<file path="src/rtl/cordic_iter_engine_if.sv">
// Operand/result handshake bundle for the iterative CORDIC engine.
// The master side drives operands and the result ready; the slave side is the engine.
interface cordic_iter_engine_if #(
    parameter int W  = 16,
    parameter int AW = 16
);
    logic                 in_valid;
    logic                 in_ready;
    logic                 mode;
    logic signed [W-1:0]  x_in;
    logic signed [W-1:0]  y_in;
    logic signed [AW-1:0] z_in;
    logic                 out_valid;
    logic                 out_ready;
    logic signed [W-1:0]  x_out;
    logic signed [W-1:0]  y_out;
    logic signed [AW-1:0] z_out;
    logic                 busy;

    modport master (
        output in_valid, mode, x_in, y_in, z_in, out_ready,
        input  in_ready, out_valid, x_out, y_out, z_out, busy
    );

    modport slave (
        input  in_valid, mode, x_in, y_in, z_in, out_ready,
        output in_ready, out_valid, x_out, y_out, z_out, busy
    );
endinterface

</file>
<file path="src/rtl/cordic_iter_engine.sv">
// Iterative CORDIC: one micro-rotation per clock, rotation or vectoring mode.
// Results pass through an output register stage and are held until consumed.
module cordic_iter_engine #(
    parameter int W    = 16,
    parameter int AW   = 16,
    parameter int ITER = 14
) (
    input logic clk,
    input logic rst_n,
    cordic_iter_engine_if.slave io
);
    localparam int CW = $clog2(ITER + 1);
    localparam int TN = 1 << CW;
    localparam logic [CW-1:0] LAST = CW'(ITER - 1);

    localparam logic [1:0] IDLE = 2'd0;
    localparam logic [1:0] RUN  = 2'd1;
    localparam logic [1:0] DONE = 2'd2;

    // atan(1/n) in Q60 by its power series, integer-only for elaboration
    function automatic logic [63:0] atan_inv(input logic [63:0] n);
        logic [63:0] term, sum, n2;
        term = (64'd1 << 60) / n;
        n2   = n * n;
        sum  = 64'd0;
        for (int k = 0; k < 48; k++) begin
            if (k[0]) sum = sum - term / 64'(2 * k + 1);
            else      sum = sum + term / 64'(2 * k + 1);
            term = (n2 == 64'd0) ? 64'd0 : term / n2;
        end
        return sum;
    endfunction

    // Machin's formula gives 2*pi in Q60; entry = round(atan * 2^AW / 2pi)
    function automatic logic [63:0] atan_entry(input int i);
        logic [63:0] two_pi, d, a;
        if (i == 0) return 64'd1 << (AW - 3);
        two_pi = (atan_inv(64'd5) << 5) - (atan_inv(64'd239) << 3);
        d      = two_pi >> AW;
        a      = atan_inv(64'd1 << i);
        return (a + (d >> 1)) / d;
    endfunction

    logic [AW-1:0] atan_tab [TN];

    for (genvar g = 0; g < TN; g++) begin : g_tab
        localparam logic [63:0] E = (g < ITER) ? atan_entry(g) : 64'd0;
        assign atan_tab[g] = E[AW-1:0];
    end

    logic [1:0]           state;
    logic                 rdy;
    logic                 mode_r;
    logic [CW-1:0]        i;
    logic signed [W-1:0]  x_r, y_r;
    logic [AW-1:0]        z_r;
    logic                 ov;
    logic signed [W-1:0]  x_o, y_o;
    logic signed [AW-1:0] z_o;

    logic                 flip;
    logic                 pos;
    logic signed [W-1:0]  xs, ys;
    logic [AW-1:0]        ang;

    // Fold the operand into the right half-plane so the iterations converge
    assign flip = io.mode ? io.x_in[W-1]
                          : (io.z_in[AW-1] ^ io.z_in[AW-2]);

    assign pos = mode_r ? y_r[W-1] : ~z_r[AW-1];
    assign xs  = x_r >>> i;
    assign ys  = y_r >>> i;
    assign ang = atan_tab[i];

    always_ff @(posedge clk or negedge rst_n) begin
        if (!rst_n) begin
            state  <= IDLE;
            rdy    <= 1'b0;
            mode_r <= 1'b0;
            i      <= '0;
            x_r    <= '0;
            y_r    <= '0;
            z_r    <= '0;
            ov     <= 1'b0;
            x_o    <= '0;
            y_o    <= '0;
            z_o    <= '0;
        end else begin
            rdy <= 1'b1;
            case (state)
                IDLE: begin
                    if (io.in_valid && rdy) begin
                        mode_r <= io.mode;
                        x_r    <= flip ? -io.x_in : io.x_in;
                        y_r    <= flip ? -io.y_in : io.y_in;
                        z_r    <= {io.z_in[AW-1] ^ flip, io.z_in[AW-2:0]};
                        i      <= '0;
                        state  <= RUN;
                    end
                end
                RUN: begin
                    x_r <= pos ? x_r - ys : x_r + ys;
                    y_r <= pos ? y_r + xs : y_r - xs;
                    z_r <= pos ? z_r - ang : z_r + ang;
                    i   <= i + 1'b1;
                    if (i == LAST) state <= DONE;
                end
                DONE: begin
                    if (!ov) begin
                        ov  <= 1'b1;
                        x_o <= x_r;
                        y_o <= y_r;
                        z_o <= z_r;
                    end else if (io.out_ready) begin
                        ov    <= 1'b0;
                        state <= IDLE;
                    end
                end
                default: state <= IDLE;
            endcase
        end
    end

    assign io.in_ready  = rdy && (state == IDLE);
    assign io.busy      = (state != IDLE);
    assign io.out_valid = ov;
    assign io.x_out     = x_o;
    assign io.y_out     = y_o;
    assign io.z_out     = z_o;
endmodule

</file>
<file path="src/flat_wrapper.sv">
// flat-port wrapper written by rule: the top's interface ports become plain ports
module cordic_iter_engine_flat 
#(
    parameter int W    = 16,
    parameter int AW   = 16,
    parameter int ITER = 14
)
  (clk, rst_n, io_in_valid, io_mode, io_x_in, io_y_in, io_z_in, io_out_ready, io_in_ready, io_out_valid, io_x_out, io_y_out, io_z_out, io_busy);
  cordic_iter_engine_if #(.W(W), .AW(AW)) io_i ();
  input logic clk;
  input logic rst_n;
  input wire logic [$bits(io_i.in_valid)-1:0] io_in_valid;
  input wire logic [$bits(io_i.mode)-1:0] io_mode;
  input wire logic [$bits(io_i.x_in)-1:0] io_x_in;
  input wire logic [$bits(io_i.y_in)-1:0] io_y_in;
  input wire logic [$bits(io_i.z_in)-1:0] io_z_in;
  input wire logic [$bits(io_i.out_ready)-1:0] io_out_ready;
  output wire logic [$bits(io_i.in_ready)-1:0] io_in_ready;
  output wire logic [$bits(io_i.out_valid)-1:0] io_out_valid;
  output wire logic [$bits(io_i.x_out)-1:0] io_x_out;
  output wire logic [$bits(io_i.y_out)-1:0] io_y_out;
  output wire logic [$bits(io_i.z_out)-1:0] io_z_out;
  output wire logic [$bits(io_i.busy)-1:0] io_busy;
  assign io_i.in_valid = io_in_valid;
  assign io_i.mode = io_mode;
  assign io_i.x_in = io_x_in;
  assign io_i.y_in = io_y_in;
  assign io_i.z_in = io_z_in;
  assign io_i.out_ready = io_out_ready;
  assign io_in_ready = io_i.in_ready;
  assign io_out_valid = io_i.out_valid;
  assign io_x_out = io_i.x_out;
  assign io_y_out = io_i.y_out;
  assign io_z_out = io_i.z_out;
  assign io_busy = io_i.busy;
  cordic_iter_engine #(.W(W), .AW(AW), .ITER(ITER)) u_core (.clk(clk), .rst_n(rst_n), .io(io_i));
endmodule
</file>
<file path="config.mk">
export PLATFORM = sky130hd
export DESIGN_NAME = cordic_iter_engine_flat
export DESIGN_NICKNAME = d
export VERILOG_FILES = /design/src/rtl/cordic_iter_engine_if.sv /design/src/rtl/cordic_iter_engine.sv /design/src/flat_wrapper.sv
export SDC_FILE = /design/constraint.sdc
export NUM_CORES = 1
export LEC_CHECK = 0
export BUFFER_PORTS_ARGS = -buffer_cell sky130_fd_sc_hd__clkbuf_2
export CORE_ASPECT_RATIO = 0.9
export CORE_MARGIN = 4
export CORE_UTILIZATION = 41
export CTS_CLUSTER_SIZE = 25
export DETAILED_ROUTE_END_ITERATION = 8
export GPL_TIMING_DRIVEN = 1
export HOLD_SLACK_MARGIN = 0.02
export PLACE_DENSITY = 0.55
export SLEW_MARGIN = 25
export SYNTH_ARGS = -nofsm -noshare
export SYNTH_HDL_FRONTEND = slang
export SYNTH_SLANG_ARGS = --single-unit
export TNS_END_PERCENT = 5
</file>
<file path="constraint.sdc">
create_clock -name clk -period 11.4 [get_ports clk]
set_input_delay 2.28 -clock clk [delete_from_list [all_inputs] [get_ports clk]]
set_output_delay 2.28 -clock clk [all_outputs]
set_load 0.02 [all_outputs]
</file>
Yosys cells after proc, flatten, opt, wreduce, memory -nomap -nowiden:

Memory sizes are Yosys's and may differ from the RTL's.
Cells that the tools add are included.

* memories: 1
* input port bits: 53
* flip-flop bits (word level): 105
* memory bits (read-only): 256
* logic and storage cells: 69
* output and inout port bits: 51

* $lt $le $gt $ge: 1
* shifts and indexed selects: 2
* reduce and logical (&&, ||, !) cells: 9
* bitwise gates (word level): 5
* eq/ne operators: 7
* muxes and demuxes: 24
* $add $sub $neg: 9

Memory list
* (no name shown): depth 16, bits a word 16, rd ports 1, clocked after memory_dff 0, write ports 0, line cordic_iter_engine.sv:73 `assign ang = atan_tab[i];`

Operator list (count)
* two-way mux 16 bit: 10
* one-hot mux 16 bit (2 select lines): 3
* adder 16 bit: 3
* subtractor 16 bit: 3
* negator 16 bit: 2
* >>> shifter 16 x 4 -> 16 bit: 2
* two-way mux 2 bit: 4
* one-hot mux 4 bit (2 select lines): 1
* != test 2 x 1 -> 1 bit (second input constant): 3
* one-hot mux 2 bit (3 select lines): 1
* AND reduction 2 bit: 3
* >= comparator 5 bit (second input constant): 1
* inverter 4 -> 5 bit: 1
* adder 4 x 1 -> 4 bit (second input constant): 1
* equality test 4 bit (second input constant): 1
* two-way mux 1 bit: 4
* two-way mux 4 bit: 1
* AND reduction 4 bit: 1
* nonzero test 2 bit: 2
* equality test 2 x 1 -> 1 bit (second input constant): 1
* equality test 2 bit (second input constant): 1
* logical AND 1 bit: 2
* zero test 2 bit: 1
* != test 2 bit (second input constant): 1
* 2 further kinds: 4

Longest topological paths before layout:

Gate-level depths: netlist of the first run.

* depth after elaboration: 7
* mapped depth: 23
* gate-level depth less buffers: 18

Worst setup path after synthesis of the first run:

Ideal clock, no wire load.

* kind: reg2reg
* start point: reg u_core.i[1]
* end point: reg u_core.z_r[15]
* required time: 11.310 ns
* buffers on the path: 5
* stages on the path, launching flop included: 23
* setup slack: 6.561 ns
* arrival time: 4.749 ns
* setup time: 0.090 ns
* period minus slack after synthesis: 4.839 ns
* cells stage by stage: dfrtp_1 -> buf_6 -> buf_6 -> buf_2 -> buf_2 -> inv_1 -> ha_1 -> clkbuf_1 -> mux2i_1 -> o21ai_0 -> nor4_2 -> o21a_1 -> nor2_1 -> xnor2_1 -> ha_1 -> a21o_1 -> a21o_1 -> a21oi_1 -> o311ai_0 -> a2111oi_0 -> nor3_1 -> o31a_1 -> o221ai_1

* longest elaborated chain between the ends: 7
* elaborated cells between the ends (all ways): 8
* those cells by class: add/sub: 2; mux: 4; bitwise: 1; memory: 1

RTL lines
* from (decl): line cordic_iter_engine.sv:54 `logic [CW-1:0] i;`
* from (signal assigned): line cordic_iter_engine.sv:105 `i <= i + 1'b1;`
* inverter 4 -> 5 bit (implied by the code) *: line cordic_iter_engine.sv:73
* memory read (16 x 16 bit) *
* two-way mux 16 bit (implied by the code) * (2 in a row): line cordic_iter_engine.sv:73
* adder 16 bit / subtractor 16 bit (equally long branches): line cordic_iter_engine.sv:104 `z_r <= pos ? z_r - ang : z_r + ang;`
* two-way mux 16 bit *: line cordic_iter_engine.sv:104
* one-hot mux 16 bit (2 select lines) *: line cordic_iter_engine.sv:90 `case (state)`
* to (signal assigned): line cordic_iter_engine.sv:96 `z_r <= {io.z_in[AW-1] ^ flip, io.z_in[AW-2:0]};`
* to (signal assigned): line cordic_iter_engine.sv:104
* to (decl): line cordic_iter_engine.sv:56 `logic [AW-1:0] z_r;`

Mark *: on every way between the ends. The rest lies on a longest branch, timed or not. The select of a mux whose other input is x is not followed.
A chain may end at the register's enable or synchronous reset.

Worst setup path after layout of the first run:

* start point: reg u_core.i[0]
* end point: reg u_core.z_r[15]

The elaborated chain is that of the path after synthesis.

==> impl_metrics.csv, run 1 <==
group,metric,value,unit
detailed_routing,drtIter0Drc,569,
synthesis,postSynthCellCount,1087,
synthesis,synth_cell_type_count,75,
timing,rsz0062_at_grt,"no",
synthesis,synth_top_cell_by_area,"dfrtp_1",
hold_path,hold_path_class,"reg2reg",
global_routing,grt_pass1_vias,8172,
detailed_routing,dr.pass1.iters,4,
synthesis,syn_area_per_cell,8.862,um2
global_routing,overflow,0,
detailed_routing,viasPerCell,5.821,
floorplan,dieArea,0.02601,mm2
setup_path,cp_slowest_cell,"dfrtp_2",
setup_path,cp-startpoint,"u_core.i[0]",
placed_design,gp_congestion,0.8914,
timing,final.setup.tns,0,ns
final_layout,drive_gt1_share,20.50,%
synthesis,synth-seq-area-share,27.28,%
clock_network,cts_buffer_depth,2,
clock_network,tritoncts,"built",
clock_network,clkLatencyLatePin,0.36,ns
placed_design,place_hpwl,19440,um
clock_network,postCtsHoldBufs,0,
setup_path,arrival,6.02,ns
synthesis,syn_area,0.009633,mm2
timing,final-setup-viol-count,0,
timing,hold_violations,0,
setup_path,cp_top_family,"compound AO/OA/AOI/OAI gates",
timing,slew_headroom,34.58,%
clock_network,cts.sinks,105,
final_layout,fill_cells,2279,
floorplan,floorplan.initialDensity,42.30,%
clock_network,cts_setup_buffers,0,
setup_path,cpPeakStageDelay,1.02,ns
final_layout,final_nets,1274,
floorplan,io_pins,104,
setup_path,path_class,"reg2reg",
final_layout,antennaDiodeCount,0,
timing,tightestPinTransition,0.9813,ns
outcome,outcome,"finished, final reports clean",
placed_design,port_buffers,103,
setup_path,crit_chain,"inv_2 -> ha_1 -> mux2_2 -> o211ai_1 -> nand4b_1 -> nor4_2 -> o21a_1 -> nor2_1 -> xnor2_1 -> ha_1 -> a21o_1 -> a21o_1 -> a21oi_1 -> o311ai_0 -> a2111oi_0 -> nor3_1 -> o31a_1 -> o221ai_1",
hold_path,min_from,"u_core.io.z_out[7]",
synthesis,synth-edff-count,0,
timing,finalCriticalPeriod,5.744,ns
global_routing,antenna_found_initial,0,
timing,period_share,50.39,%
detailed_routing,routed_wl,27220,um
floorplan,fp.dieH,153.4,um
setup_path,end_kind,"register",
timing,fin_skew,0.009905,ns
clock_network,cts.clk_slew.worst_paths,0.08,ns
clock_network,cts_buffers,9,
detailed_routing,drc_errors,0,
detailed_routing,postRouteAntennaNets,0,
setup_path,path_buf_inv,1,
global_routing,grt_pass1_wl,43660,um
setup_path,reg2reg_from,"u_core.i[0]",
synthesis,syn_nets,1204,
synthesis,netlist_top_cells_area,"dfrtp_1 (27%), ha_1 (7.9%), mux2_2 (6.3%)",
synthesis,ys_async_sr_fraction,100.0,%
synthesis,yosysTopAreaCellShare,27.28,%
synthesis,ys_seq_elements,105,
clock_network,ctsRootBufferMaster,"clkbuf_16",
clock_network,cts_max_level,3,
floorplan,placement_rows,52,
run,maxCapViolations,0,
setup_path,path_max_fanout,43,
setup_path,startpoint_type,"register",
synthesis,yosys_warnings,0,
final_layout,syn2layout_area_growth,10.81,%
clock_network,cts_resized,0,
detailed_routing,via_count,8487,
timing,fmax,0.1741,GHz
detailed_routing,avgRoutedWirePerCell,18.67,um
timing,maxSlewViolCount,0,
global_routing,track_usage,20.67,%
floorplan,core,0.02277,mm2
synthesis,synth_flop_cell,"dfrtp_1",
setup_path,worst_ep_required_time,11.67,ns
global_routing,grt_max_degree,66,
floorplan,die-width,169.6,um
Yosys cell counts (13+ instances only):
cell type / count
dfrtp_1: 105
mux4_2: 19
nor2_1: 86
clkbuf_1: 41
ha_1: 61
a211oi_1: 15
o21ai_0: 67
o211ai_1: 19
a21oi_1: 74
o31ai_1: 13
nor3_1: 17
mux2i_1: 18
nand2b_1: 15
xnor2_1: 59
inv_1: 25
nand3_1: 14
mux2_2: 54
a31oi_1: 18
xor2_1: 47
nand2_1: 121
cell families after synthesis:
kind of cell | after synthesis | share of synthesized area, %
muxes | 97 | 14.26
xor gates and xnor gates | 106 | 9.638
adders and majority gates | 64 | 8.547
buffers and inverters | 85 | 3.806
and+or+nand+nor | 320 | 15.64
AOI/OAI and AO/OA | 309 | 20.80
DFF | 105 | 27.28
other | 1 | 0.03893
flip-flops by register name, summed over array words and instances (netlist names):
name and count:
u_core.i 4, u_core.io.out_valid 1, u_core.io.x_out 16, u_core.io.y_out 16
u_core.io.z_out 16, u_core.mode_r 1, u_core.rdy 1, u_core.state 2
u_core.x_r 16, u_core.y_r 16, u_core.z_r 16
placed cells by master, fill, tap and decap left out, drive strengths merged, types with 6 or more instances in the layout:
| cell | synthesis | layout |
|---|---|---|
| a211oi | 15 | 15 |
| a21o | 12 | 12 |
| a21oi | 74 | 74 |
| a22oi | 9 | 9 |
| a31o | 8 | 8 |
| a31oi | 18 | 18 |
| and2 | 6 | 6 |
| and3 | 12 | 12 |
| buf | 18 | 16 |
| clkbuf | 41 | 111 |
| dfrtp | 105 | 105 |
| ha | 61 | 61 |
| inv | 26 | 28 |
| mux2 | 54 | 54 |
| mux2i | 18 | 18 |
| mux4 | 25 | 25 |
| nand2 | 121 | 121 |
| nand2b | 16 | 16 |
| nand3 | 14 | 14 |
| nor2 | 86 | 86 |
| nor2b | 11 | 11 |
| nor3 | 17 | 17 |
| nor4 | 8 | 8 |
| o211ai | 19 | 19 |
| o21a | 8 | 8 |
| o21ai | 72 | 72 |
| o22ai | 11 | 11 |
| o31ai | 13 | 13 |
| or3 | 6 | 6 |
| xnor2 | 59 | 59 |
| xor2 | 47 | 47 |
final cells by class:
| cell class | count | area, um2 | area share [%] |
|---|---|---|---|
| clock buffers | 9 | 225.2 | 2.110 |
| clock inverters | 6 | 53.80 | 0.5040 |
| inverters | 26 | 97.59 | 0.9143 |
| multi-input cells | 897 | 6665 | 62.44 |
| flip-flops and latches | 105 | 2630 | 24.64 |
| well taps | 297 | 371.6 | 3.481 |
| repair buffers | 118 | 630.6 | 5.908 |
stage by stage:
step                      instances  cell area (um2)  util, %  worst slack [ns]  hold slack (ns)
after floorplan                1087             9633        -             6.561           0.4794
after global placement         1443            10400    45.65             5.885           0.4890
after detailed placement       1443            10400    45.65             5.696           0.4945
after CTS                      1458            10670    46.87             5.647           0.5118
after global routing           1458            10670    46.87             5.117           0.5231
final                          1458            10670    46.87             5.656           0.5057
layer usage:
layer  vias up  part of all wire [%]  GRT usage (%)
met4         0                   1.4          4.561
met2       217                    43          31.29
met1      4084                    51          31.35
met3        29                   5.1          2.867
li1       4157                     -              -
met5         -                     0              0
path summary, 6_finish.rpt:
| check | end | slack, ns | depth (start not counted) |
|---|---|---|---|
| setup / recovery | u_core.z_r[15] | 5.66 | 18 |
| hold / removal | u_core.io.z_out[7] | 0.51 | 1 |
| hold reg to reg | u_core.io.z_out[7] | 0.51 | 1 |
| max in group asynchronous | u_core.i[1] | 8.16 | 2 |
| setup reg to reg | u_core.z_r[15] | 5.66 | 18 |
| min in group asynchronous | u_core.io.x_out[6] | 1.88 | 1 |
Power of run 1 is not shown: default switching activity piles up to over one toggle a cycle in this logic, so the estimate is an artifact.
==> run 2, diff against run 1 <==
==> constraint.sdc (replaced) <==
create_clock -name clk -period 5.95 [get_ports clk]
set_input_delay 1.19 -clock clk [delete_from_list [all_inputs] [get_ports clk]]
set_output_delay 1.19 -clock clk [all_outputs]
set_load 0.02 [all_outputs]
==> run 2 against run 1 <==
Critical path depth fell by 1. Worst setup slack got worse by 4.9 ns. Design area rose by 0.81%. Routed wire length fell by 0.57%. Core utilization rose by 0.38 points. Fmax rose by 11%. Die area did not move. Sequential share of layout area fell by 0.20 points. Clock-buffer cell count rose by 2.
==> impl_metrics.csv, run 2 (synthesized netlist as in run 1, its figures left out) <==
group,metric,value,unit
placed_design,port_buffers,103,
clock_network,clkLatencyLatePin,0.36,ns
timing,fmax,0.1936,GHz
detailed_routing,viasPerCell,5.730,
timing,slew_headroom,43.74,%
clock_network,cts_buffer_depth,2,
detailed_routing,routed_wl,27070,um
clock_network,cts.sinks,105,
detailed_routing,drtIter0Drc,502,
final_layout,final_nets,1280,
timing,rsz0062_at_grt,"no",
global_routing,overflow,0,
setup_path,path_max_fanout,33,
clock_network,cts.clk_slew.worst_paths,0.07,ns
floorplan,die-width,169.6,um
setup_path,startpoint_type,"register",
final_layout,syn2layout_area_growth,11.70,%
detailed_routing,dr.pass1.iters,5,
floorplan,dieArea,0.02601,mm2
placed_design,place_area,0.01044,mm2
floorplan,floorplan.initialDensity,42.30,%
floorplan,fp.dieH,153.4,um
global_routing,grt_pass1_vias,8086,
timing,tightestPinTransition,0.8439,ns
detailed_routing,drc_errors,0,
timing,finalCriticalPeriod,5.165,ns
global_routing,antenna_found_initial,0,
clock_network,postCtsHoldBufs,0,
final_layout,final_common_cell,"nand2_1",
final_layout,utilization,47.25,%
timing,hold_violations,0,
clock_network,cts_max_level,3,
floorplan,io_pins,104,
run,maxCapViolations,0,
clock_network,cts_resized,0,
outcome,outcome,"finished, final reports clean",
placed_design,gp_congestion,0.9043,
floorplan,core,0.02277,mm2
final_layout,fill_cells,2288,
timing,period_share,86.80,%
final_layout,antennaDiodeCount,0,
timing,final.setup.tns,0,ns
clock_network,tritoncts,"built",
global_routing,track_usage,20.79,%
setup_path,arrival,5.44,ns
floorplan,placement_rows,52,
timing,maxSlewViolCount,0,
timing,fin_skew,0.01036,ns
detailed_routing,avgRoutedWirePerCell,18.49,um
global_routing,grt_max_degree,62,
clock_network,ctsRootBufferMaster,"clkbuf_16",
timing,final-setup-viol-count,0,
final_layout,drive_gt1_share,20.82,%
hold_path,hold_path_class,"reg2reg",
clock_network,cts_setup_buffers,0,
global_routing,grt_pass1_wl,44070,um
detailed_routing,postRouteAntennaNets,0,
setup_path,end_kind,"register",
setup_path,worst_ep_required_time,6.23,ns
placed_design,place_hpwl,20100,um
setup_path,path_class,"reg2reg",
detailed_routing,via_count,8389,
final_layout,design_area,0.01076,mm2
clock_network,cts_buffers,9,
final_layout,final_cell_mix,"nand2_1 (121), dfrtp_1 (103), clkbuf_2 (102)",
## run 2: cell count changes in the layout (fill, tap and decap cells not counted)
cell        delta
buf_4          +6
bufinv_16      +2
clkbuf_1       +1
clkbuf_8       +1
clkinv_4       +1
clkinvlp_4     -3
inv_8          -2
## run 2: final timing paths
path                                 endpoint  cells after the start                from  slack [ns]
setup / recovery               u_core.z_r[15]                     17         u_core.i[1]        0.79
hold / removal             u_core.io.x_out[0]                      1  u_core.io.x_out[0]        0.51
setup reg to reg               u_core.z_r[15]                     17         u_core.i[1]        0.79
hold reg to reg            u_core.io.x_out[0]                      1  u_core.io.x_out[0]        0.51
max in group asynchronous         u_core.i[0]                      2               rst_n        3.88
min in group asynchronous  u_core.io.x_out[6]                      1               rst_n        0.92
## run 2: per-stage QoR
stage                     cells  hold WS (ns)  setup WS [ns]
after floorplan            1087        0.4794          1.111
after global placement     1449        0.4887          1.004
after CTS                  1464        0.5113         0.7975
after detailed placement   1449        0.4947         0.8377
after global routing       1464        0.5191         0.2773
final                      1464        0.5065         0.7852
## run 2: cell type report
type	instances	area, um2	area share, %
Inverter	26	97.59	0.9070
Tap cell	297	371.6	3.453
Clock buffer	11	242.7	2.256
Timing Repair Buffer	124	675.6	6.279
Multi-Input combinational cell	897	6665	61.94
Sequential cell	105	2630	24.44
Clock inverter	4	77.57	0.7209
## run 2: metal layers
layer	track usage, %	up-vias	share of wire [%]
li1	-	4156	-
met3	3.125	19	4.1
met5	0	-	0
met1	32.79	4022	53
met2	30.19	192	42
met4	3.833	0	1.0
## run 2: worst max-delay path: stages, from the launching register on
cell and delay (ns):
dfrtp_2 0.78, inv_1 0.28, ha_1 0.44, a211oi_1 0.11, nand4b_1 0.32, nor4_2 0.34
o21a_1 0.21, nor2_1 0.10, xnor2_1 0.18, ha_1 0.35, a21o_1 0.20, a21o_1 0.17
a21oi_1 0.24, o311ai_0 0.24, a2111oi_0 0.53, nor3_1 0.13, o31a_1 0.30, o221ai_1 0.15
Power of run 2 is left out for the same reason.
==> run 3, diff against run 2 <==
--- a/config.mk
+++ b/config.mk
@@ -6,6 +6,8 @@
 export NUM_CORES = 1
 export LEC_CHECK = 0
 export BUFFER_PORTS_ARGS = -buffer_cell sky130_fd_sc_hd__clkbuf_2
+export CELL_PAD_IN_SITES_DETAIL_PLACEMENT = 0
+export CELL_PAD_IN_SITES_GLOBAL_PLACEMENT = 1
 export CORE_ASPECT_RATIO = 0.9
 export CORE_MARGIN = 4
 export CORE_UTILIZATION = 41
@@ -13,7 +15,7 @@
 export DETAILED_ROUTE_END_ITERATION = 8
 export GPL_TIMING_DRIVEN = 1
 export HOLD_SLACK_MARGIN = 0.02
-export PLACE_DENSITY = 0.55
+export PLACE_DENSITY = 0.7
 export SLEW_MARGIN = 25
 export SYNTH_ARGS = -nofsm -noshare
 export SYNTH_HDL_FRONTEND = slang
==> run 3 against run 2 <==
Global-route usage grew 0.30 points. Core utilization is essentially flat. Flip-flop and latch count is the same. Worst setup slack gained 0.078 ns. Routed wire length grew 2.5%. Non-clock buffer count is the same. Register-to-register slack gained 0.08 ns. Critical path type unchanged. Critical endpoint unchanged. Largest cell class unchanged.
==> impl_metrics.csv, run 3 (synthesized netlist as in run 1, its figures left out) <==
group,metric,value,unit
timing,fin_skew,0.01137,ns
global_routing,grt_pass1_wl,44460,um
setup_path,startpoint_type,"register",
timing,final-setup-viol-count,0,
timing,fmax,0.1966,GHz
clock_network,ctsRootBufferMaster,"clkbuf_16",
timing,slew_headroom,24.78,%
setup_path,cpPeakStageDelay,0.66,ns
global_routing,grt_use_met1,31.49,%
outcome,outcome,"finished, final reports clean",
global_routing,track_usage,21.09,%
setup_path,cp_slowest_cell,"dfrtp_1",
setup_path,worst_ep_required_time,6.23,ns
floorplan,io_pins,104,
floorplan,floorplan.initialDensity,42.30,%
placed_design,place_hpwl,20300,um
clock_network,clkLatencyLatePin,0.36,ns
run,maxCapViolations,0,
final_layout,antennaDiodeCount,0,
hold_path,min_from,"u_core.io.x_out[11]",
detailed_routing,routed_wl,27740,um
clock_network,cts_resized,0,
global_routing,grt_max_degree,68,
floorplan,placement_rows,52,
placed_design,gp_congestion,0.8917,
detailed_routing,drc_errors,0,
clock_network,cts.sinks,105,
timing,period_share,85.50,%
detailed_routing,drtIter0Drc,681,
floorplan,core,0.02277,mm2
final_layout,syn2layout_area_growth,11.79,%
clock_network,postCtsHoldBufs,0,
setup_path,crit_chain,"inv_1 -> a31oi_1 -> nand4b_1 -> nor4_2 -> o21a_1 -> nor2_1 -> xnor2_1 -> ha_1 -> a21o_1 -> a21o_1 -> a21oi_1 -> o311ai_0 -> a2111oi_0 -> nor3_1 -> o31a_1 -> o221ai_1",
clock_network,cts.clk_slew.worst_paths,0.08,ns
global_routing,grtUsageMet2,31.75,%
timing,hold_violations,0,
clock_network,cts_buffers,9,
floorplan,fp.dieH,153.4,um
detailed_routing,dr.pass1.iters,5,
clock_network,cts_max_level,3,
setup_path,cp-startpoint,"u_core.i[2]",
global_routing,grt_pass1_vias,8210,
setup_path,arrival,5.36,ns
setup_path,worst_path_most_repeated_cell,"a21o_1",
clock_network,cts_buffer_depth,2,
final_layout,final_common_cell,"nand2_1",
timing,maxSlewViolCount,0,
final_layout,utilization,47.29,%
final_layout,final_cell_mix,"nand2_1 (121), dfrtp_1 (103), clkbuf_2 (102)",
timing,final.setup.tns,0,ns
timing,rsz0062_at_grt,"no",
detailed_routing,avgRoutedWirePerCell,18.93,um
final_layout,drive_gt1_share,20.98,%
timing,finalCriticalPeriod,5.087,ns
hold_path,hold_path_class,"reg2reg",
setup_path,end_kind,"register",
global_routing,antenna_found_initial,0,
clock_network,cts_setup_buffers,0,
placed_design,port_buffers,103,
timing,tightestPinTransition,1.124,ns
detailed_routing,postRouteAntennaNets,0,
global_routing,met3_usage,3.874,%
detailed_routing,viasPerCell,5.855,
global_routing,overflow,0,
global_routing,top_usage_layer,"met2",
floorplan,die-width,169.6,um
setup_path,path_class,"reg2reg",
floorplan,dieArea,0.02601,mm2
clock_network,tritoncts,"built",
setup_path,path_max_fanout,15,
setup_path,reg2reg_from,"u_core.i[2]",
detailed_routing,via_count,8577,
final_layout,final_nets,1280,
-- run 3: cell types whose count changed in the layout (fill, tap and decap cells not counted) --
| cell | previous run | this run |
|---|---|---|
| buf_12 | 0 | 1 |
| buf_4 | 22 | 21 |
| clkbuf_8 | 1 | 0 |
| clkinv_2 | 0 | 1 |
| clkinv_4 | 2 | 0 |
| clkinvlp_4 | 0 | 1 |
| inv_6 | 0 | 2 |
| nor2_1 | 85 | 84 |
| nor2_2 | 0 | 1 |
| nor2b_2 | 1 | 2 |
| nor2b_4 | 1 | 0 |
-- run 3: cell type report --
cell class                 instances  area, um2
fill                            2304      12000
multi-input combinational        897       6663
sequential                       105       2630
timing repair buffer             124      688.2
tap                              297      371.6
clock buffer                      10      229.0
inverter                          26      97.59
clock inverter                     6      90.09
-- run 3: metal layers --
metal	routed length (um)	vias to the layer above	share of wire [%]
li1	-	4156	-
met4	401	0	1.4
met5	0	-	0
met1	13690	4159	49
met3	1753	24	6.3
met2	11890	238	43
-- run 3: stage by stage --
step	cells	instance area, um2	worst slack (ns)	hold WS (ns)
finish	1465	10770	0.8629	0.5064
global route	1465	10770	0.3607	0.5184
CTS	1464	10750	0.8840	0.5115
detailed placement	1448	10430	0.9175	0.4947
global placement	1448	10430	1.031	0.4887
floorplan	1087	9633	1.111	0.4794
-- run 3: worst max-delay path, delay by kind of cell (launching register included) --
| family | cells | cell delay, ns |
|---|---|---|
| compound gates | 9 | 2.54 |
| xor+xnor | 1 | 0.16 |
| fa+ha+maj | 1 | 0.35 |
| buf+inv | 1 | 0.43 |
| flops | 1 | 0.66 |
| simple gates | 4 | 0.85 |
-- run 3: worst paths after layout --
| check | end | slack, ns | cells after the start |
|---|---|---|---|
| setup / recovery | u_core.z_r[15] | 0.86 | 16 |
| hold / removal | u_core.io.x_out[11] | 0.51 | 1 |
| setup reg to reg | u_core.z_r[15] | 0.86 | 16 |
| hold reg to reg | u_core.io.x_out[11] | 0.51 | 1 |
| max in group asynchronous | u_core.x_r[5] | 4.23 | 2 |
| min in group asynchronous | u_core.io.x_out[9] | 0.81 | 1 |
Power of run 3 is left out for the same reason.
